<file path="config.mk">
export PLATFORM = sky130hd
export DESIGN_NAME = wb_host_if
export DESIGN_NICKNAME = d
export VERILOG_FILES = /design/src/rtl/wb_host_if.sv
export SDC_FILE = /design/constraint.sdc
export NUM_CORES = 1
export LEC_CHECK = 0
export CAP_MARGIN = 40
export CORE_MARGIN = 2
export CORE_UTILIZATION = 34
export DETAILED_ROUTE_END_ITERATION = 16
export HOLD_SLACK_MARGIN = 0.08
export PLACE_DENSITY = 0.82
export SETUP_SLACK_MARGIN = 0.4
export SYNTH_ARGS = -nofsm -noshare
export SYNTH_HDL_FRONTEND = slang
export SYNTH_SLANG_ARGS = --single-unit
</file>
<file path="constraint.sdc">
create_clock -name clk -period 2.52 [get_ports clk]
set_input_delay 0.252 -clock clk [delete_from_list [all_inputs] [get_ports clk]]
set_output_delay 0.252 -clock clk [all_outputs]
set_load 0.1 [all_outputs]
</file>
<file path="src/rtl/wb_host_if.sv">
// Wishbone slave bridging a host bus to the ASCON shared memory and engine control/status registers.
// Optional build macro WB_BUSY_ERR_EN: memory accesses while the engine is busy end in an error instead of waiting.
module wb_host_if (
  input  logic        clk,
  input  logic        RST,
  input  logic        wbs_cyc_i,
  input  logic        wbs_stb_i,
  input  logic        wbs_we_i,
  input  logic [3:0]  wbs_sel_i,
  input  logic [31:0] wbs_adr_i,
  input  logic [31:0] wbs_dat_i,
  output logic [31:0] wbs_dat_o,
  output logic        wbs_ack_o,
  output logic        wbs_err_o,
  input  logic        busy,
  input  logic [31:0] mem_dataout,
  output logic        wb_we,
  output logic [4:0]  wb_addr,
  output logic [31:0] datain_wb,
  output logic        start,
  output logic [7:0]  datalen
);

  localparam int unsigned DW = 32;
  localparam int unsigned AW = 5;
  localparam int unsigned LW = 8;

  typedef enum logic [2:0] {
    S_IDLE,
    S_RD_WAIT,
    S_ACK,
    S_HOLD,
    S_ERR
  } state_t;

  state_t        state_q, state_d;
  logic          ack_q, ack_d;
  logic          err_q, err_d;
  logic [DW-1:0] dat_q, dat_d;
  logic          we_q, we_d;
  logic [AW-1:0] addr_q, addr_d;
  logic [DW-1:0] din_q, din_d;
  logic          start_q, start_d;
  logic [LW-1:0] datalen_q, datalen_d;
  logic          done_q, done_d;
  logic          busy_q;

  logic          req;
  logic          mem_sel;
  logic [AW-1:0] word;
  logic          reg_ctrl;
  logic          reg_status;
  logic [DW-1:0] reg_rdata;
  logic          stat_rd;
  logic          mem_issue;
  logic          unused_adr;

  assign req        = wbs_cyc_i & wbs_stb_i;
  assign mem_sel    = ~wbs_adr_i[7];
  assign word       = wbs_adr_i[6:2];
  assign reg_ctrl   = (word == AW'(0));
  assign reg_status = (word == AW'(1));
  assign unused_adr = ^{wbs_adr_i[31:8], wbs_adr_i[1:0]};

  // Register read mux; unmapped register words read as zero.
  always_comb begin
    reg_rdata = '0;
    if (reg_ctrl)        reg_rdata = {16'h0, datalen_q, 8'h0};
    else if (reg_status) reg_rdata = {30'h0, done_q, busy};
  end

  always_ff @(posedge clk) begin
    if (RST) begin
      state_q   <= S_IDLE;
      ack_q     <= 1'b0;
      err_q     <= 1'b0;
      dat_q     <= '0;
      we_q      <= 1'b1;
      addr_q    <= '0;
      din_q     <= '0;
      start_q   <= 1'b0;
      datalen_q <= '0;
      done_q    <= 1'b0;
      busy_q    <= 1'b0;
    end else begin
      state_q   <= state_d;
      ack_q     <= ack_d;
      err_q     <= err_d;
      dat_q     <= dat_d;
      we_q      <= we_d;
      addr_q    <= addr_d;
      din_q     <= din_d;
      start_q   <= start_d;
      datalen_q <= datalen_d;
      done_q    <= done_d;
      busy_q    <= busy;
    end
  end

  // Engine-finished flag: a falling busy edge beats a same-cycle STATUS read clear.
  always_comb begin
    done_d = (busy_q & ~busy) | (done_q & ~stat_rd);
  end

  always_comb begin
    state_d   = state_q;
    ack_d     = 1'b0;
    err_d     = 1'b0;
    dat_d     = '0;
    we_d      = 1'b1;
    addr_d    = '0;
    din_d     = '0;
    start_d   = 1'b0;
    datalen_d = datalen_q;
    stat_rd   = 1'b0;
    mem_issue = 1'b0;

    case (state_q)
      S_IDLE: begin
        if (req) begin
          if (!mem_sel) begin
            state_d = S_ACK;
            ack_d   = 1'b1;
            if (wbs_we_i) begin
              if (reg_ctrl) begin
                datalen_d = wbs_dat_i[15:8];
                start_d   = wbs_dat_i[0] & ~busy;
              end
            end else begin
              dat_d   = reg_rdata;
              stat_rd = reg_status;
            end
          end else if (busy) begin
`ifdef WB_BUSY_ERR_EN
            state_d = S_ERR;
            err_d   = 1'b1;
`else
            state_d = S_HOLD;
`endif
          end else begin
            mem_issue = 1'b1;
          end
        end
      end
      S_HOLD: begin
        if (!wbs_cyc_i)  state_d   = S_IDLE;
        else if (!busy)  mem_issue = 1'b1;
      end
      S_RD_WAIT: begin
        if (!wbs_cyc_i) begin
          state_d = S_IDLE;
        end else begin
          state_d = S_ACK;
          ack_d   = 1'b1;
          dat_d   = mem_dataout;
        end
      end
      S_ACK:   state_d = S_IDLE;
      S_ERR:   state_d = S_IDLE;
      default: state_d = S_IDLE;
    endcase

    // Launch the memory-side cycle; an all-zero byte select acks without writing.
    if (mem_issue) begin
      if (wbs_we_i) begin
        state_d = S_ACK;
        ack_d   = 1'b1;
        if (|wbs_sel_i) begin
          we_d   = 1'b0;
          addr_d = word;
          din_d  = wbs_dat_i;
        end
      end else begin
        state_d = S_RD_WAIT;
        addr_d  = word;
      end
    end
  end

  assign wbs_ack_o = ack_q;
  assign wbs_dat_o = dat_q;
  assign wb_we     = we_q;
  assign wb_addr   = addr_q;
  assign datain_wb = din_q;
  assign start     = start_q;
  assign datalen   = datalen_q;
`ifdef WB_BUSY_ERR_EN
  assign wbs_err_o = err_q;
`else
  assign wbs_err_o = 1'b0;
`endif

endmodule

</file>
==> impl_results.html <==
<table>
<tr><th>Metric</th><th>Value</th></tr>
<tr><th colspan="2">GRT</th></tr>
<tr><td>Global-route usage over all layers</td><td>15.4%</td></tr>
<tr><td>Vias in the first global route</td><td>2148</td></tr>
<tr><td>Antenna violations before repair</td><td>0</td></tr>
<tr><td>Total grt overflow</td><td>0</td></tr>
<tr><td>Maximum number of pins on one net before global-route repair</td><td>34</td></tr>
<tr><td>Global-route wire length before repair</td><td>10.2 mm</td></tr>
<tr><th colspan="2">Routing</th></tr>
<tr><td>Highest routed metal layer</td><td>met4</td></tr>
<tr><td>Post-route met1 wirelength</td><td>2.47 mm</td></tr>
<tr><td>Detailed Routing Iterations Pass 1</td><td>4</td></tr>
<tr><td>DR WL met2</td><td>3.33 mm</td></tr>
<tr><td>Wire length per cell</td><td>12.8 um</td></tr>
<tr><td>Count of antenna-violating nets left after detailed routing</td><td>0</td></tr>
<tr><td>Vias per Instance</td><td>4.46</td></tr>
<tr><td>DRC violations left</td><td>0</td></tr>
<tr><td>Via count</td><td>2288</td></tr>
<tr><td>Final Routed Wirelength</td><td>6.57 mm</td></tr>
<tr><td>Metal3 WL</td><td>718 um</td></tr>
<tr><td>Initial DRC Count</td><td>46</td></tr>
<tr><th colspan="2">STA</th></tr>
<tr><td>Unrepaired setup endpoints after global routing</td><td>no</td></tr>
<tr><td>Count of endpoints failing setup in the final report</td><td>0</td></tr>
<tr><td>Max Clock Skew</td><td>0.00694 ns</td></tr>
<tr><td>Final Max Tran Viols</td><td>0</td></tr>
<tr><td>Setup total negative slack</td><td>0 ns</td></tr>
<tr><td>Final critical path time including I/O delays and setup</td><td>1.95 ns</td></tr>
<tr><td>Max Clk Rate</td><td>0.514 GHz</td></tr>
<tr><td>Worst Tran Pin Value</td><td>0.847 ns</td></tr>
<tr><td>Hold slack</td><td>0.459 ns</td></tr>
<tr><td>Share of the clock period used by the worst path after layout</td><td>77.2%</td></tr>
<tr><td>Worst slew margin relative to its limit</td><td>43.4%</td></tr>
<tr><td>Final Hold Vio Count</td><td>0</td></tr>
<tr><th colspan="2">Worst setup path</th></tr>
<tr><td>Slowest cell on crit path</td><td>nand4_1</td></tr>
<tr><td>Data required, critical path</td><td>2.75 ns</td></tr>
<tr><td>Critical Path Fanout Max</td><td>8</td></tr>
<tr><td>Worst r2r src</td><td>state_q[1]$_SDFFE_PP0P_</td></tr>
<tr><td>Cell depth of the worst flop-to-flop path</td><td>7</td></tr>
<tr><td>Type of element launching the critical path</td><td>flip-flop</td></tr>
<tr><td>Largest stage delay on the critical path</td><td>0.34 ns</td></tr>
<tr><td>Cell Chain, Critical Path</td><td>inv_1, ha_1, nand4_1, nor4_4, buf_4, mux2i_1, nor2_1</td></tr>
<tr><td>Endpoint of the worst-slack reg-to-reg timing path</td><td>datalen[7]$_SDFFE_PP0P_</td></tr>
<tr><td>Worst R2R Setup Slack</td><td>0.57 ns</td></tr>
<tr><td>Type of the worst setup path</td><td>reg2reg</td></tr>
<tr><td>Number of buffer and inverter instances along the worst setup path</td><td>2</td></tr>
<tr><td>CP endpoint kind</td><td>flip-flop</td></tr>
<tr><td>Arrival @ worst endpoint</td><td>2.17 ns</td></tr>
<tr><td>Start point of the critical path</td><td>state_q[1]$_SDFFE_PP0P_</td></tr>
<tr><td>CP top delay family</td><td>simple AND/OR/NAND/NOR gates</td></tr>
<tr><th colspan="2">Pwr</th></tr>
<tr><td>Proportion of power drawn by flip-flops and latches</td><td>50.1%</td></tr>
<tr><td>Power density over cell area</td><td>617 nW/um^2</td></tr>
<tr><td>Lkg Pwr</td><td>1.91 nW</td></tr>
<tr><td>Power share of the clock group</td><td>37.0%</td></tr>
<tr><td>Net switching power</td><td>0.644 mW</td></tr>
<tr><td>Total Power</td><td>2.70 mW</td></tr>
<tr><td>Largest vdd supply drop</td><td>0.000332 V</td></tr>
<tr><td>Combinational group share of total power</td><td>12.8%</td></tr>
<tr><td>Switching part of the total</td><td>23.9%</td></tr>
<tr><td>Pint</td><td>2.05 mW</td></tr>
<tr><th colspan="2">Clocking</th></tr>
<tr><td>Number of buffers added to fix hold violations after cts</td><td>0</td></tr>
<tr><td>Number of buffers created by CTS</td><td>9</td></tr>
<tr><td>CTS sink cnt</td><td>84</td></tr>
<tr><td>Total of cells resized after clock tree synthesis</td><td>0</td></tr>
<tr><td>TritonCTS clock tree</td><td>yes</td></tr>
<tr><td>Source-to-sink clock delay at the later pin of the worst-skew pair</td><td>0.34 ns</td></tr>
<tr><td>Clock slew seen by the registers of the worst setup and hold paths</td><td>0.08 ns</td></tr>
<tr><td>Post-CTS Repair Setup Buffers</td><td>0</td></tr>
<tr><td>Root buffer cell</td><td>clkbuf_8</td></tr>
<tr><td>Level count of the clock H-tree</td><td>3</td></tr>
<tr><td>Max Buffers Root-to-Sink</td><td>2</td></tr>
<tr><th colspan="2">Synth</th></tr>
<tr><td>Ys async rst share</td><td>0%</td></tr>
<tr><td>Post-synth cell types</td><td>36</td></tr>
<tr><td>Syn Nets</td><td>351</td></tr>
<tr><td>Netlist area before placement</td><td>2660 um^2</td></tr>
<tr><td>Main area contributors after synthesis</td><td>dfxtp_1, and2_1, nor2_1</td></tr>
<tr><td>#FFs+latches synth</td><td>84</td></tr>
<tr><td>Count of flip-flops with a built-in enable after synthesis</td><td>0</td></tr>
<tr><td>Sequential share of the synthesized area</td><td>63.3%</td></tr>
<tr><td>Top-area cell type share of the netlist area</td><td>63.3%</td></tr>
<tr><td>Cell type with the highest aggregate area in the netlist</td><td>dfxtp_1</td></tr>
<tr><td>Post-synthesis instance total</td><td>242</td></tr>
<tr><td>Average size of a mapped cell</td><td>11.0 um^2</td></tr>
<tr><td>Number of warnings printed during yosys synthesis</td><td>0</td></tr>
<tr><td>Ys flop type</td><td>dfxtp_1</td></tr>
<tr><th colspan="2">Finish</th></tr>
<tr><td>Number of antenna repair diodes</td><td>0</td></tr>
<tr><td>Final nets</td><td>516</td></tr>
<tr><td>Ratio of cells with drive above 1 in the final layout</td><td>25.5%</td></tr>
<tr><td>Post-synthesis to final-layout area growth</td><td>64.8%</td></tr>
<tr><td>Final cell count without fillers</td><td>513</td></tr>
<tr><td>Fill count</td><td>666</td></tr>
<tr><th colspan="2">Placed design</th></tr>
<tr><td>Port Buf Inserts</td><td>159</td></tr>
<tr><td>Placer's final routability congestion estimate</td><td>0.710</td></tr>
<tr><td>Placed instance count</td><td>498</td></tr>
<tr><td>Estimated wirelength of the detail-placed design</td><td>5.00 mm</td></tr>
<tr><th colspan="2">Floorplanning</th></tr>
<tr><td>Die extent in x</td><td>92.4 um</td></tr>
<tr><td>Initial Utilization</td><td>34.7%</td></tr>
<tr><td>Standard-cell rows</td><td>32</td></tr>
<tr><td>Die outline height</td><td>92.4 um</td></tr>
<tr><td>Total die area</td><td>8540 um^2</td></tr>
<tr><td>Core ar.</td><td>7650 um^2</td></tr>
<tr><td>Number of primary I/O pins</td><td>187</td></tr>
<tr><th colspan="2">Flow run</th></tr>
<tr><td>Max-capacitance violation count</td><td>0</td></tr>
<tr><th colspan="2">Hold path</th></tr>
<tr><td>Min-Delay Startpoint</td><td>busy_q$_SDFF_PP0_</td></tr>
<tr><td>Hold Crit Class</td><td>reg2reg</td></tr>
<tr><td>Cell depth of the worst hold path</td><td>2</td></tr>
<tr><td>Hold path endpoint</td><td>done_q$_SDFF_PP0_</td></tr>
<tr><th colspan="2">Outcome</th></tr>
<tr><td>Result of the run</td><td>finished clean</td></tr>
</table>
-- worst min-delay path: stages, from the launching register on --
cell      delay, ns
dfxtp_1        0.30
nand2b_1       0.06
a21oi_1        0.05
-- synthesized netlist by cell type (all sizes together) (2+ instances only) --
| cell | number |
|---|---|
| nand4 | 3 |
| clkbuf | 8 |
| o211ai | 3 |
| inv | 9 |
| nor4 | 4 |
| nand2 | 4 |
| a21oi | 3 |
| nand2b | 2 |
| mux2i | 9 |
| a22oi | 8 |
| buf | 3 |
| dfxtp | 84 |
| nor2 | 26 |
| ha | 3 |
| and2 | 55 |
| a31oi | 2 |
-- cells by family (layout without fill, tap and decap cells) --
logic type | Yosys count | in the layout | synth area share (%)
AO/OA/AOI/OAI | 24 | 24 | 6.50
adder cells (fa/ha/maj) | 3 | 3 | 1.41
buffers and inverters | 20 | 189 | 3.30
flip-flops | 84 | 84 | 63.3
multiplexers | 9 | 9 | 3.39
other | 1 | 1 | 0.141
AND/OR/NAND/NOR | 101 | 101 | 21.9
-- per-stage QoR --
stage | util, % | cell area (um^2) | worst slack (ns)
2_1_floorplan | - | 2660 | 0.652
3_3_place_gp | 54.5 | 4170 | 0.414
3_5_place_dp | 54.5 | 4170 | 0.356
4_1_cts | 57.2 | 4380 | 0.583
5_1_grt | 57.2 | 4380 | 0.409
6_report | 57.2 | 4380 | 0.575
-- how the worst max path moves through the flow --
stage / end / slack [ns] / cells after the start
after floorplan: datalen[0]$_SDFFE_PP0P_ / 0.65 / 6
after global placement: datalen[0]$_SDFFE_PP0P_ / 0.41 / 6
after detailed placement: datalen[3]$_SDFFE_PP0P_ / 0.36 / 6
after CTS: datalen[3]$_SDFFE_PP0P_ / 0.58 / 7
after global routing: datalen[7]$_SDFFE_PP0P_ / 0.41 / 7
final: datalen[7]$_SDFFE_PP0P_ / 0.57 / 7
-- cell type report --
type / count / area (um^2) / area share, %
Clock inverter: 5 / 77.6 / 1.77
Multi-Input combinational cell: 138 / 892 / 20.4
Clock buffer: 10 / 128 / 2.92
Timing Repair Buffer: 165 / 1440 / 32.8
Tap cell: 102 / 128 / 2.92
Inverter: 9 / 33.8 / 0.772
Sequential cell: 84 / 1680 / 38.4
-- metal layers --
layer,vias up,global-route usage [%]
met5,-,0
met4,0,6.34
li1,1120,-
met1,1044,16.1
met3,4,6.67
met2,120,27.0
-- state kept, by name (all words and copies together) (netlist names) --
signal / flops
busy_q: 1
datain_wb: 32
datalen: 8
done_q: 1
start: 1
state_q: 2
wb_addr: 5
wb_we: 1
wbs_ack_o: 1
wbs_dat_o: 32
-- power groups by stage --
| stage | Sequential (mW) | Clock, mW | Combinational [mW] |
|---|---|---|---|
| 2_1_floorplan | 1.47 | 0 | 0.0871 |
| 3_3_place_gp | 1.38 | 0 | 0.341 |
| 3_5_place_dp | 1.38 | 0 | 0.348 |
| 4_1_cts | 1.35 | 1.03 | 0.348 |
| 5_1_grt | 1.36 | 1.09 | 0.370 |
| 6_report | 1.35 | 0.999 | 0.347 |
-- placed cells by master, fill, tap and decap left out, drive strengths merged, types with 2 or more instances in the layout --
cell type	synthesis	final
clkbuf	8	10
nor4	4	4
nand2	4	4
inv	9	9
nand2b	2	2
a22oi	8	8
and2	55	55
clkdlybuf4s50	0	79
buf	3	86
clkinv	0	2
a21oi	3	3
bufinv	0	2
o211ai	3	3
ha	3	3
nand4	3	3
nor2	26	26
a31oi	2	2
dfxtp	84	84
mux2i	9	9
Power figures use the tool's default switching activity.
